### config.mk
export PLATFORM = sky130hd
export DESIGN_NAME = mem_lsu_ysyx23060136
export DESIGN_NICKNAME = d
export VERILOG_FILES = /design/src/rtl/mem_lsu_ysyx23060136_pkg.sv /design/src/rtl/mem_lsu_align_ysyx23060136.sv /design/src/rtl/mem_lsu_ysyx23060136.sv
export SDC_FILE = /design/constraint.sdc
export NUM_CORES = 1
export LEC_CHECK = 0
export ABC_AREA = 0
export ABC_CLOCK_PERIOD_IN_PS = 2300
export CORE_MARGIN = 4
export CORE_UTILIZATION = 39
export CTS_BUF_LIST = sky130_fd_sc_hd__clkbuf_8
export DETAILED_ROUTE_END_ITERATION = 10
export MAX_ROUTING_LAYER = met4
export PLACE_DENSITY = 0.78
export SYNTH_ARGS = -nofsm -noshare
export SYNTH_HDL_FRONTEND = slang
export SYNTH_SLANG_ARGS = --single-unit
### constraint.sdc
create_clock -name clk -period 2.3 [get_ports clk]
set_clock_uncertainty 0.15 [all_clocks]
set_input_delay 0.69 -clock clk [delete_from_list [all_inputs] [get_ports clk]]
set_output_delay 0.69 -clock clk [all_outputs]
set_load 0.05 [all_outputs]
### src/rtl/mem_lsu_ysyx23060136_pkg.sv
// MEM-stage LSU shared types: FSM states, AXI response codes,
// access-size one-hot indices and the alignment rule.
package mem_lsu_ysyx23060136_pkg;

  typedef enum logic [2:0] {
    IDLE,
    LD_AR,
    LD_R,
    ST_AW,
    ST_B,
    DONE,
    ERR
  } lsu_state_t;

  localparam logic [1:0] AXI_RESP_OKAY = 2'b00;

  localparam int SZ_BYTE   = 0;
  localparam int SZ_HALF   = 1;
  localparam int SZ_WORD   = 2;
  localparam int SZ_BYTE_U = 3;
  localparam int SZ_HALF_U = 4;
  localparam int SZ_N      = 5;

  function automatic logic lsu_misaligned(
    input logic [SZ_N-1:0] sz,
    input logic [1:0]      a
  );
    return ((sz[SZ_HALF] | sz[SZ_HALF_U]) & a[0])
         | (sz[SZ_WORD] & (a != 2'b00));
  endfunction

endpackage

### src/rtl/mem_lsu_align_ysyx23060136.sv
// Byte-lane steering: load extract/extend and store
// data shift plus write-strobe generation.
module mem_lsu_align_ysyx23060136
  import mem_lsu_ysyx23060136_pkg::*;
(
  input  logic [1:0]      addr_lo,
  input  logic [SZ_N-1:0] size,
  input  logic [31:0]     rdata_i,
  input  logic [31:0]     wdata_i,
  output logic [31:0]     ld_data_o,
  output logic [31:0]     st_data_o,
  output logic [3:0]      st_strb_o
);

  logic [4:0]  sh;
  logic [31:0] x;

  assign sh        = {addr_lo, 3'b000};
  assign x         = rdata_i >> sh;
  assign st_data_o = wdata_i << sh;

  always_comb begin
    ld_data_o = x;
    st_strb_o = 4'b0000;
    unique case (1'b1)
      size[SZ_BYTE]: begin
        ld_data_o = {{24{x[7]}}, x[7:0]};
        st_strb_o = 4'b0001 << addr_lo;
      end
      size[SZ_BYTE_U]: begin
        ld_data_o = {24'b0, x[7:0]};
        st_strb_o = 4'b0001 << addr_lo;
      end
      size[SZ_HALF]: begin
        ld_data_o = {{16{x[15]}}, x[15:0]};
        st_strb_o = 4'b0011 << addr_lo;
      end
      size[SZ_HALF_U]: begin
        ld_data_o = {16'b0, x[15:0]};
        st_strb_o = 4'b0011 << addr_lo;
      end
      size[SZ_WORD]: begin
        ld_data_o = x;
        st_strb_o = 4'b1111;
      end
      default: ;
    endcase
  end

endmodule

### src/rtl/mem_lsu_ysyx23060136.sv
// MEM-stage load/store unit: one AXI4-Lite transaction
// per memory instruction, pipeline stalled while in flight.
module mem_lsu_ysyx23060136
  import mem_lsu_ysyx23060136_pkg::*;
#(
  parameter int ADDR_W = 32,
  parameter int DATA_W = 32
) (
  input  logic              clk,
  input  logic              rst_n,
  input  logic              MEM_i_valid,
  input  logic [ADDR_W-1:0] MEM_i_addr,
  input  logic [DATA_W-1:0] MEM_i_wdata,
  input  logic              MEM_i_write_mem,
  input  logic              MEM_i_mem_to_reg,
  input  logic              MEM_i_byte,
  input  logic              MEM_i_half,
  input  logic              MEM_i_word,
  input  logic              MEM_i_byte_u,
  input  logic              MEM_i_half_u,
  output logic              MEM_o_stall,
  output logic              MEM_o_done,
  output logic [DATA_W-1:0] MEM_o_rdata,
  output logic              MEM_o_misalign,
  output logic              MEM_o_bus_err,
  output logic [ADDR_W-1:0] araddr,
  output logic              arvalid,
  input  logic              arready,
  input  logic [DATA_W-1:0] rdata,
  input  logic [1:0]        rresp,
  input  logic              rvalid,
  output logic              rready,
  output logic [ADDR_W-1:0] awaddr,
  output logic              awvalid,
  input  logic              awready,
  output logic [DATA_W-1:0] wdata,
  output logic [3:0]        wstrb,
  output logic              wvalid,
  input  logic              wready,
  input  logic [1:0]        bresp,
  input  logic              bvalid,
  output logic              bready
);

  lsu_state_t        state_q, state_d;
  logic [ADDR_W-1:0] addr_q, addr_d;
  logic [DATA_W-1:0] wdat_q, wdat_d;
  logic [DATA_W-1:0] rdat_q, rdat_d;
  logic [SZ_N-1:0]   size_q, size_d;
  logic              aw_acc_q, aw_acc_d;
  logic              w_acc_q, w_acc_d;
  logic              err_q, err_d;

  logic              req;
  logic [SZ_N-1:0]   size_in;
  logic [DATA_W-1:0] ld_data;
  logic [DATA_W-1:0] st_data;
  logic [3:0]        st_strb;

  assign req = MEM_i_valid
             & (MEM_i_write_mem | MEM_i_mem_to_reg);
  assign size_in = {MEM_i_half_u, MEM_i_byte_u,
                    MEM_i_word, MEM_i_half, MEM_i_byte};

  mem_lsu_align_ysyx23060136 u_align (
    .addr_lo   (addr_q[1:0]),
    .size      (size_q),
    .rdata_i   (rdata),
    .wdata_i   (wdat_q),
    .ld_data_o (ld_data),
    .st_data_o (st_data),
    .st_strb_o (st_strb)
  );

  assign araddr      = {addr_q[ADDR_W-1:2], 2'b00};
  assign awaddr      = {addr_q[ADDR_W-1:2], 2'b00};
  assign wdata       = st_data;
  assign wstrb       = wvalid ? st_strb : 4'b0000;
  assign MEM_o_rdata = rdat_q;

  always_comb begin
    state_d        = state_q;
    addr_d         = addr_q;
    wdat_d         = wdat_q;
    rdat_d         = rdat_q;
    size_d         = size_q;
    aw_acc_d       = aw_acc_q;
    w_acc_d        = w_acc_q;
    err_d          = err_q;
    MEM_o_stall    = 1'b0;
    MEM_o_done     = 1'b0;
    MEM_o_misalign = 1'b0;
    MEM_o_bus_err  = 1'b0;
    arvalid        = 1'b0;
    rready         = 1'b0;
    awvalid        = 1'b0;
    wvalid         = 1'b0;
    bready         = 1'b0;
    unique case (state_q)
      IDLE: begin
        if (req) begin
          MEM_o_stall = 1'b1;
          addr_d      = MEM_i_addr;
          wdat_d      = MEM_i_wdata;
          size_d      = size_in;
          aw_acc_d    = 1'b0;
          w_acc_d     = 1'b0;
          err_d       = 1'b0;
          if (lsu_misaligned(size_in, MEM_i_addr[1:0]))
            state_d = ERR;
          else if (MEM_i_write_mem)
            state_d = ST_AW;
          else
            state_d = LD_AR;
        end
      end
      LD_AR: begin
        MEM_o_stall = 1'b1;
        arvalid     = 1'b1;
        if (arready) state_d = LD_R;
      end
      LD_R: begin
        MEM_o_stall = 1'b1;
        rready      = 1'b1;
        if (rvalid) begin
          rdat_d  = ld_data;
          err_d   = (rresp != AXI_RESP_OKAY);
          state_d = DONE;
        end
      end
      ST_AW: begin
        // AW and W retire independently; leave once both are in
        MEM_o_stall = 1'b1;
        awvalid     = !aw_acc_q;
        wvalid      = !w_acc_q;
        aw_acc_d    = aw_acc_q | awready;
        w_acc_d     = w_acc_q | wready;
        if (aw_acc_d && w_acc_d) state_d = ST_B;
      end
      ST_B: begin
        MEM_o_stall = 1'b1;
        bready      = 1'b1;
        if (bvalid) begin
          err_d   = (bresp != AXI_RESP_OKAY);
          state_d = DONE;
        end
      end
      DONE: begin
        MEM_o_done    = 1'b1;
        MEM_o_bus_err = err_q;
        state_d       = IDLE;
      end
      ERR: begin
        MEM_o_done     = 1'b1;
        MEM_o_misalign = 1'b1;
        state_d        = IDLE;
      end
      default: state_d = IDLE;
    endcase
  end

  always_ff @(posedge clk or negedge rst_n) begin
    if (!rst_n) begin
      state_q  <= IDLE;
      addr_q   <= '0;
      wdat_q   <= '0;
      rdat_q   <= '0;
      size_q   <= '0;
      aw_acc_q <= 1'b0;
      w_acc_q  <= 1'b0;
      err_q    <= 1'b0;
    end else begin
      state_q  <= state_d;
      addr_q   <= addr_d;
      wdat_q   <= wdat_d;
      rdat_q   <= rdat_d;
      size_q   <= size_d;
      aw_acc_q <= aw_acc_d;
      w_acc_q  <= w_acc_d;
      err_q    <= err_d;
    end
  end

endmodule

==> After elaboration in Yosys (flattened, before gate mapping) <==
Cells that the tools add are included.
{ "totals": {"ff_bits": 107, "in_bits": 115, "output_inout_bits": 141} }
{ "op_classes": {"eq_ne": 11, "n_shift": 4, "mux": 27, "bitwise_logic": 8, "n_reduce_logical": 18} }
{ "ops": {"columns": ["op", "count"], "rows": [
  ["32-bit one-hot mux with 4 select lines", 1],
  ["32-bit by 5-bit << shifter with 32-bit output", 1],
  ["32-bit by 5-bit >> shifter with 32-bit output", 1],
  ["3-bit two-way mux", 6],
  ["3-bit one-hot mux with 5 select lines", 1],
  ["1-bit two-way mux", 12],
  ["4-bit one-hot mux with 3 select lines", 1],
  ["2-bit inequality test, second input constant", 5],
  ["3-bit equality test, second input constant", 3],
  ["2-bit nonzero test", 4],
  ["3-bit by 2-bit equality test with 1-bit output, second input constant", 2],
  ["1-bit one-hot mux with 2 select lines", 3],
  ["2-bit AND reduction", 3],
  ["2-bit OR reduction", 3],
  ["1-bit bitwise OR", 5],
  ["5-bit AND reduction", 1],
  ["4-bit two-way mux", 1],
  ["4-bit AND reduction", 1],
  ["4-bit OR reduction", 1],
  ["1-bit by 2-bit << shifter with 4-bit output, first input constant", 1],
  ["2-bit by 2-bit << shifter with 4-bit output, first input constant", 1],
  ["1-bit bitwise AND", 3],
  ["3-bit by 1-bit equality test with 1-bit output, second input constant", 1],
  ["3-bit logical NOT", 1],
  ["5 further kinds", 6]
]} }

==> Logic depth before layout (Yosys ltp) <==
{ "depth": {"depth_word": 6, "ltp_mapped": 7, "depth_no_buf": 4} }

==> Hierarchy <==
A second synthesis with hierarchy kept.
{ "unflattened": {"cells_unflattened": 549, "hier_area_um2": 6462.4} }
{ "by_module_without_submodules": {"columns": ["module", "instances", "cells_each", "area_each_um2", "seq_area_each_um2"], "rows": [
  ["mem_lsu_ysyx23060136", 1, 346, 5029.8, 2677.6],
  ["mem_lsu_align_ysyx23060136", 1, 203, 1432.6, 0.0]
]} }

==> Least setup slack after synthesis <==
OpenSTA, ideal clock, no wires.
{ "synth_path": {"kind": "reg2out", "from": "register addr_q[0]", "to": "output wstrb[3]", "t_arrival_ns": 2.259, "t_required_ns": 1.460, "path_slack_ns": -0.799, "path_stages_with_launch": 7, "n_path_buf": 2, "path_cell_list": "dfrtp_1 > buf_2 > buf_1 > o21ai_0 > nand2_1 > a21oi_1 > nor3_1"} }
{ "synth_via": {"elab_chain_len": 3, "elab_cells_between_ends": 4, "cone_classes": "shift: 2; mux: 2"} }
{ "synth_lines": {"columns": ["item", "line_no", "rtl"], "rows": [
  ["start, declared", "mem_lsu_ysyx23060136.sv:46", "logic [ADDR_W-1:0] addr_q, addr_d;"],
  ["start signal, assigned", "mem_lsu_ysyx23060136.sv:174", "addr_q <= addr_d;"],
  ["2-bit by 2-bit << shifter with 4-bit output or 1-bit by 2-bit << shifter with 4-bit output (tied branches)", null, null],
  ["4-bit one-hot mux with 3 select lines *", "mem_lsu_align_ysyx23060136.sv:25", "unique case (1'b1)"],
  ["4-bit two-way mux *", "mem_lsu_ysyx23060136.sv:78", "assign wstrb = wvalid ? st_strb : 4'b0000;"],
  ["end, declared", "mem_lsu_ysyx23060136.sv:37", "output logic [3:0] wstrb,"]
]} }
Every way passes the cells marked *; elsewhere a longest branch is shown, timed or not.

==> Worst setup path in the final report <==
{ "layout_path": {"from": "register size_q[1]", "to": "output wstrb[2]"} }
{ "layout_via": {"elab_chain_len": 3} }
{ "layout_lines": {"columns": ["item", "line_no", "rtl"], "rows": [
  ["start, declared", "mem_lsu_ysyx23060136.sv:49", "logic [SZ_N-1:0] size_q, size_d;"],
  ["start signal, assigned", "mem_lsu_ysyx23060136.sv:177", "size_q <= size_d;"],
  ["2-bit OR reduction (no line)", null, null],
  ["4-bit one-hot mux with 3 select lines", "mem_lsu_align_ysyx23060136.sv:25", null],
  ["4-bit two-way mux", "mem_lsu_ysyx23060136.sv:78", null]
]} }
Every way passes these cells.

==> results by group <==
Status
  – Status: finished, violations left
  – Failing checks: setup timing

Timing
  – Final Hold Vio Count: 0
  – # setup viols final: 41
  – Final worst slack: -0.417 ns
  – Unrepaired setup endpoints after global routing: yes
  – Hold WS: 0.340 ns
  – Max-slew violations: 0
  – Tcrit/Tclk final: 118%
  – Max Freq: 368 MHz
  – Fin crit period: 2.72 ns

Global route
  – Largest net degree at the start of global routing: 41
  – First-pass GRT wire length: 29.4 mm
  – Grt total ovfl: 0
  – Gr usage total: 23.2%
  – Vias in the first global route: 5630
  – Initial antenna violation count: 0

Die
  – Site Rows: 44
  – Core Area: 14500 um2
  – Die height: 130 um
  – Starting Density: 39.9%
  – Full die area: 16900 um2
  – # IOs: 256
  – Die width: 130 um

Layout
  – Most frequent cells in the layout: buf_4, clkdlybuf4s50_1, dfrtp_1
  – Area Growth Syn to Fin: 74.9%
  – Non-filler instance count after layout: 1001
  – Share of layout cells above drive strength 1: 52.8%
  – Most common cell after layout, fill and taps aside: buf_4
  – Ant diodes: 0
  – Layout fillers: 1017
  – Final instance area: 10100 um2
  – Layout Nets: 927

Placed design
  – GP Congestion: 0.877
  – Detail Placement HPWL: 13.5 mm
  – Inst Count DP: 935
  – DP Area: 8750 um2
  – Dpl ws: -0.461 ns
  – Port bufs: 251

Drt
  – TritonRoute pass-1 iters: 4
  – WL final: 19.6 mm
  – Drt via density: 5.17
  – ANT nets after route: 0
  – Wirelength per Cell: 19.6 um
  – 1st-iter DRT viols: 205
  – Drt drc: 0
  – Routed via count: 5178

Worst setup path
  – Worst setup EP type: output pin
  – Crit-path max FO: 3
  – CP max stage cell: or4_4
  – Crit path buf inv count: 1
  – Arr. time, crit path: 1.88 ns
  – Crit path kind: reg -> out
  – Crit path cell chain: or4_4 > nand2_2 > nor2_2 > o31a_4 > buf_12
  – Startpoint types: flip-flop
  – Slowest stage delay, CP: 0.56 ns
  – CP required: 1.46 ns
  – CP top delay family: simple AND/OR/NAND/NOR gates

Synthesis
  – FF+latch count, synth: 107
  – Yosys top cell by area: dfrtp_1
  – Netlist cell types: 48
  – Post-Syn Instances: 544
  – Synth top area share: 46.2%
  – Top_reg_cell synth: dfrtp_1
  – Synth warn: 0
  – Syn Std Cell Area: 5800 um2
  – Mean Syn Cell Area: 10.7 um2
  – Asr flop ratio synth: 100%
  – Post-synth EDFFs: 0
  – Most area-consuming cells after synthesis: dfrtp_1, mux2_2, buf_4, mux2i_1, a21oi_1
  – Register area share after synthesis: 46.2%

Hold path
  – Min-Delay Path Class: reg -> reg

Clock network
  – Total CTS buffers: 9
  – CTS tree: yes
  – Clock root buffer: clkbuf_8
  – H-tree depth: 3
  – Clock Latency Late Sink: 0.39 ns
  – CTS sink cnt: 107
  – Worst-path clk slew: 0.10 ns
  – Maximum clock path buffer count: 2

Flow run
  – Max cap viols: 0
worst paths after layout:
| check | start | to | slack, ns | cells past startpoint |
|---|---|---|---|---|
| hold reg to reg | MEM_o_rdata[7] | MEM_o_rdata[7] | 0.34 | 2 |
| setup reg to reg | addr_q[0] | MEM_o_rdata[19] | 0.10 | 7 |
| min in group asynchronous | rst_n | addr_q[13] | 0.50 | 2 |
| setup / recovery | size_q[1] | wstrb[2] | -0.42 | 5 |
| hold / removal | MEM_o_rdata[7] | MEM_o_rdata[7] | 0.34 | 2 |
| max in group asynchronous | rst_n | state_q[1] | 0.86 | 3 |
metal layers:
layer	GRT usage, %	share of wire, %	up-vias
met2	39.5	51	225
met3	5.03	7.7	30
met4	7.40	2.3	0
li1	-	-	2371
met1	27.6	39	2552
met5	-	0	-
worst register-to-register path: stages, from the launching register on:
cell,delay (ns)
dfrtp_4,0.54
buf_6,0.16
buf_4,0.14
buf_4,0.14
mux4_2,0.33
a21oi_4,0.16
a21bo_4,0.28
o22a_1,0.19
cell families (layout without fill, tap and decap cells):
group                     after synthesis  in the layout  synth area share (%)
DFF                                   107            107                  46.2
AOI/OAI and AO/OA                      98             98                  10.6
and+or+nand+nor                       128            128                  11.0
buffers and inverters                  99            369                  11.0
other                                   1              4                0.0647
xor gates and xnor gates                1              1                 0.151
muxes                                 110            110                  20.9
cell type report:
| class | instances | area, um2 | share of cell area (%) |
|---|---|---|---|
| clock buffer | 9 | 124 | 1.22 |
| clock inverter | 7 | 78.8 | 0.777 |
| inverter | 3 | 13.8 | 0.136 |
| multi-input combinational | 341 | 3250 | 32.1 |
| sequential | 107 | 2690 | 26.5 |
| tap | 184 | 230 | 2.27 |
| timing repair buffer | 350 | 3760 | 37.0 |
metrics by stage:
stage,utilization [%],TNS [ns]
after floorplan,-,-1.39
after global routing,69.8,-11.40
final,69.8,-8.92
after global placement,60.2,-30.35
after CTS,68.0,-9.37
after detailed placement,60.2,-33.68
what timing repair did:
item | CTS | global route
pin swaps | 23 | 24
endpoints found under the hold margin | 5 | 0
buffers inserted | 45 | 11
setup endpoints to repair | 54 | 60
gates resized for setup | 136 | 47
cloned | 3 | 1
hold buffers | 1 | 0
synthesized netlist by cell type (2+ instances only):
cell type,n
a211oi_1,15
a21boi_0,2
a21oi_1,37
a31oi_1,3
and2_1,17
and3b_1,2
buf_1,4
buf_2,11
buf_4,64
buf_6,2
clkbuf_1,15
dfrtp_1,107
inv_1,3
mux2_2,77
mux2i_1,32
nand2_1,24
nand3_1,2
nand3b_1,2
nor2_1,48
nor2b_1,18
nor3_1,3
nor3b_1,2
o211ai_1,2
o21ai_0,20
o22a_1,8
o31a_1,2
flip-flops by register name (all words and copies together), names as in the netlist:
| name | count |
|---|---|
| w_acc_q | 1 |
| state_q | 3 |
| MEM_o_rdata | 32 |
| err_q | 1 |
| size_q | 5 |
| wdat_q | 32 |
| aw_acc_q | 1 |
| addr_q | 32 |
Power is not shown: default switching activity piles up to over one toggle a cycle in this logic, so the estimate is an artifact.
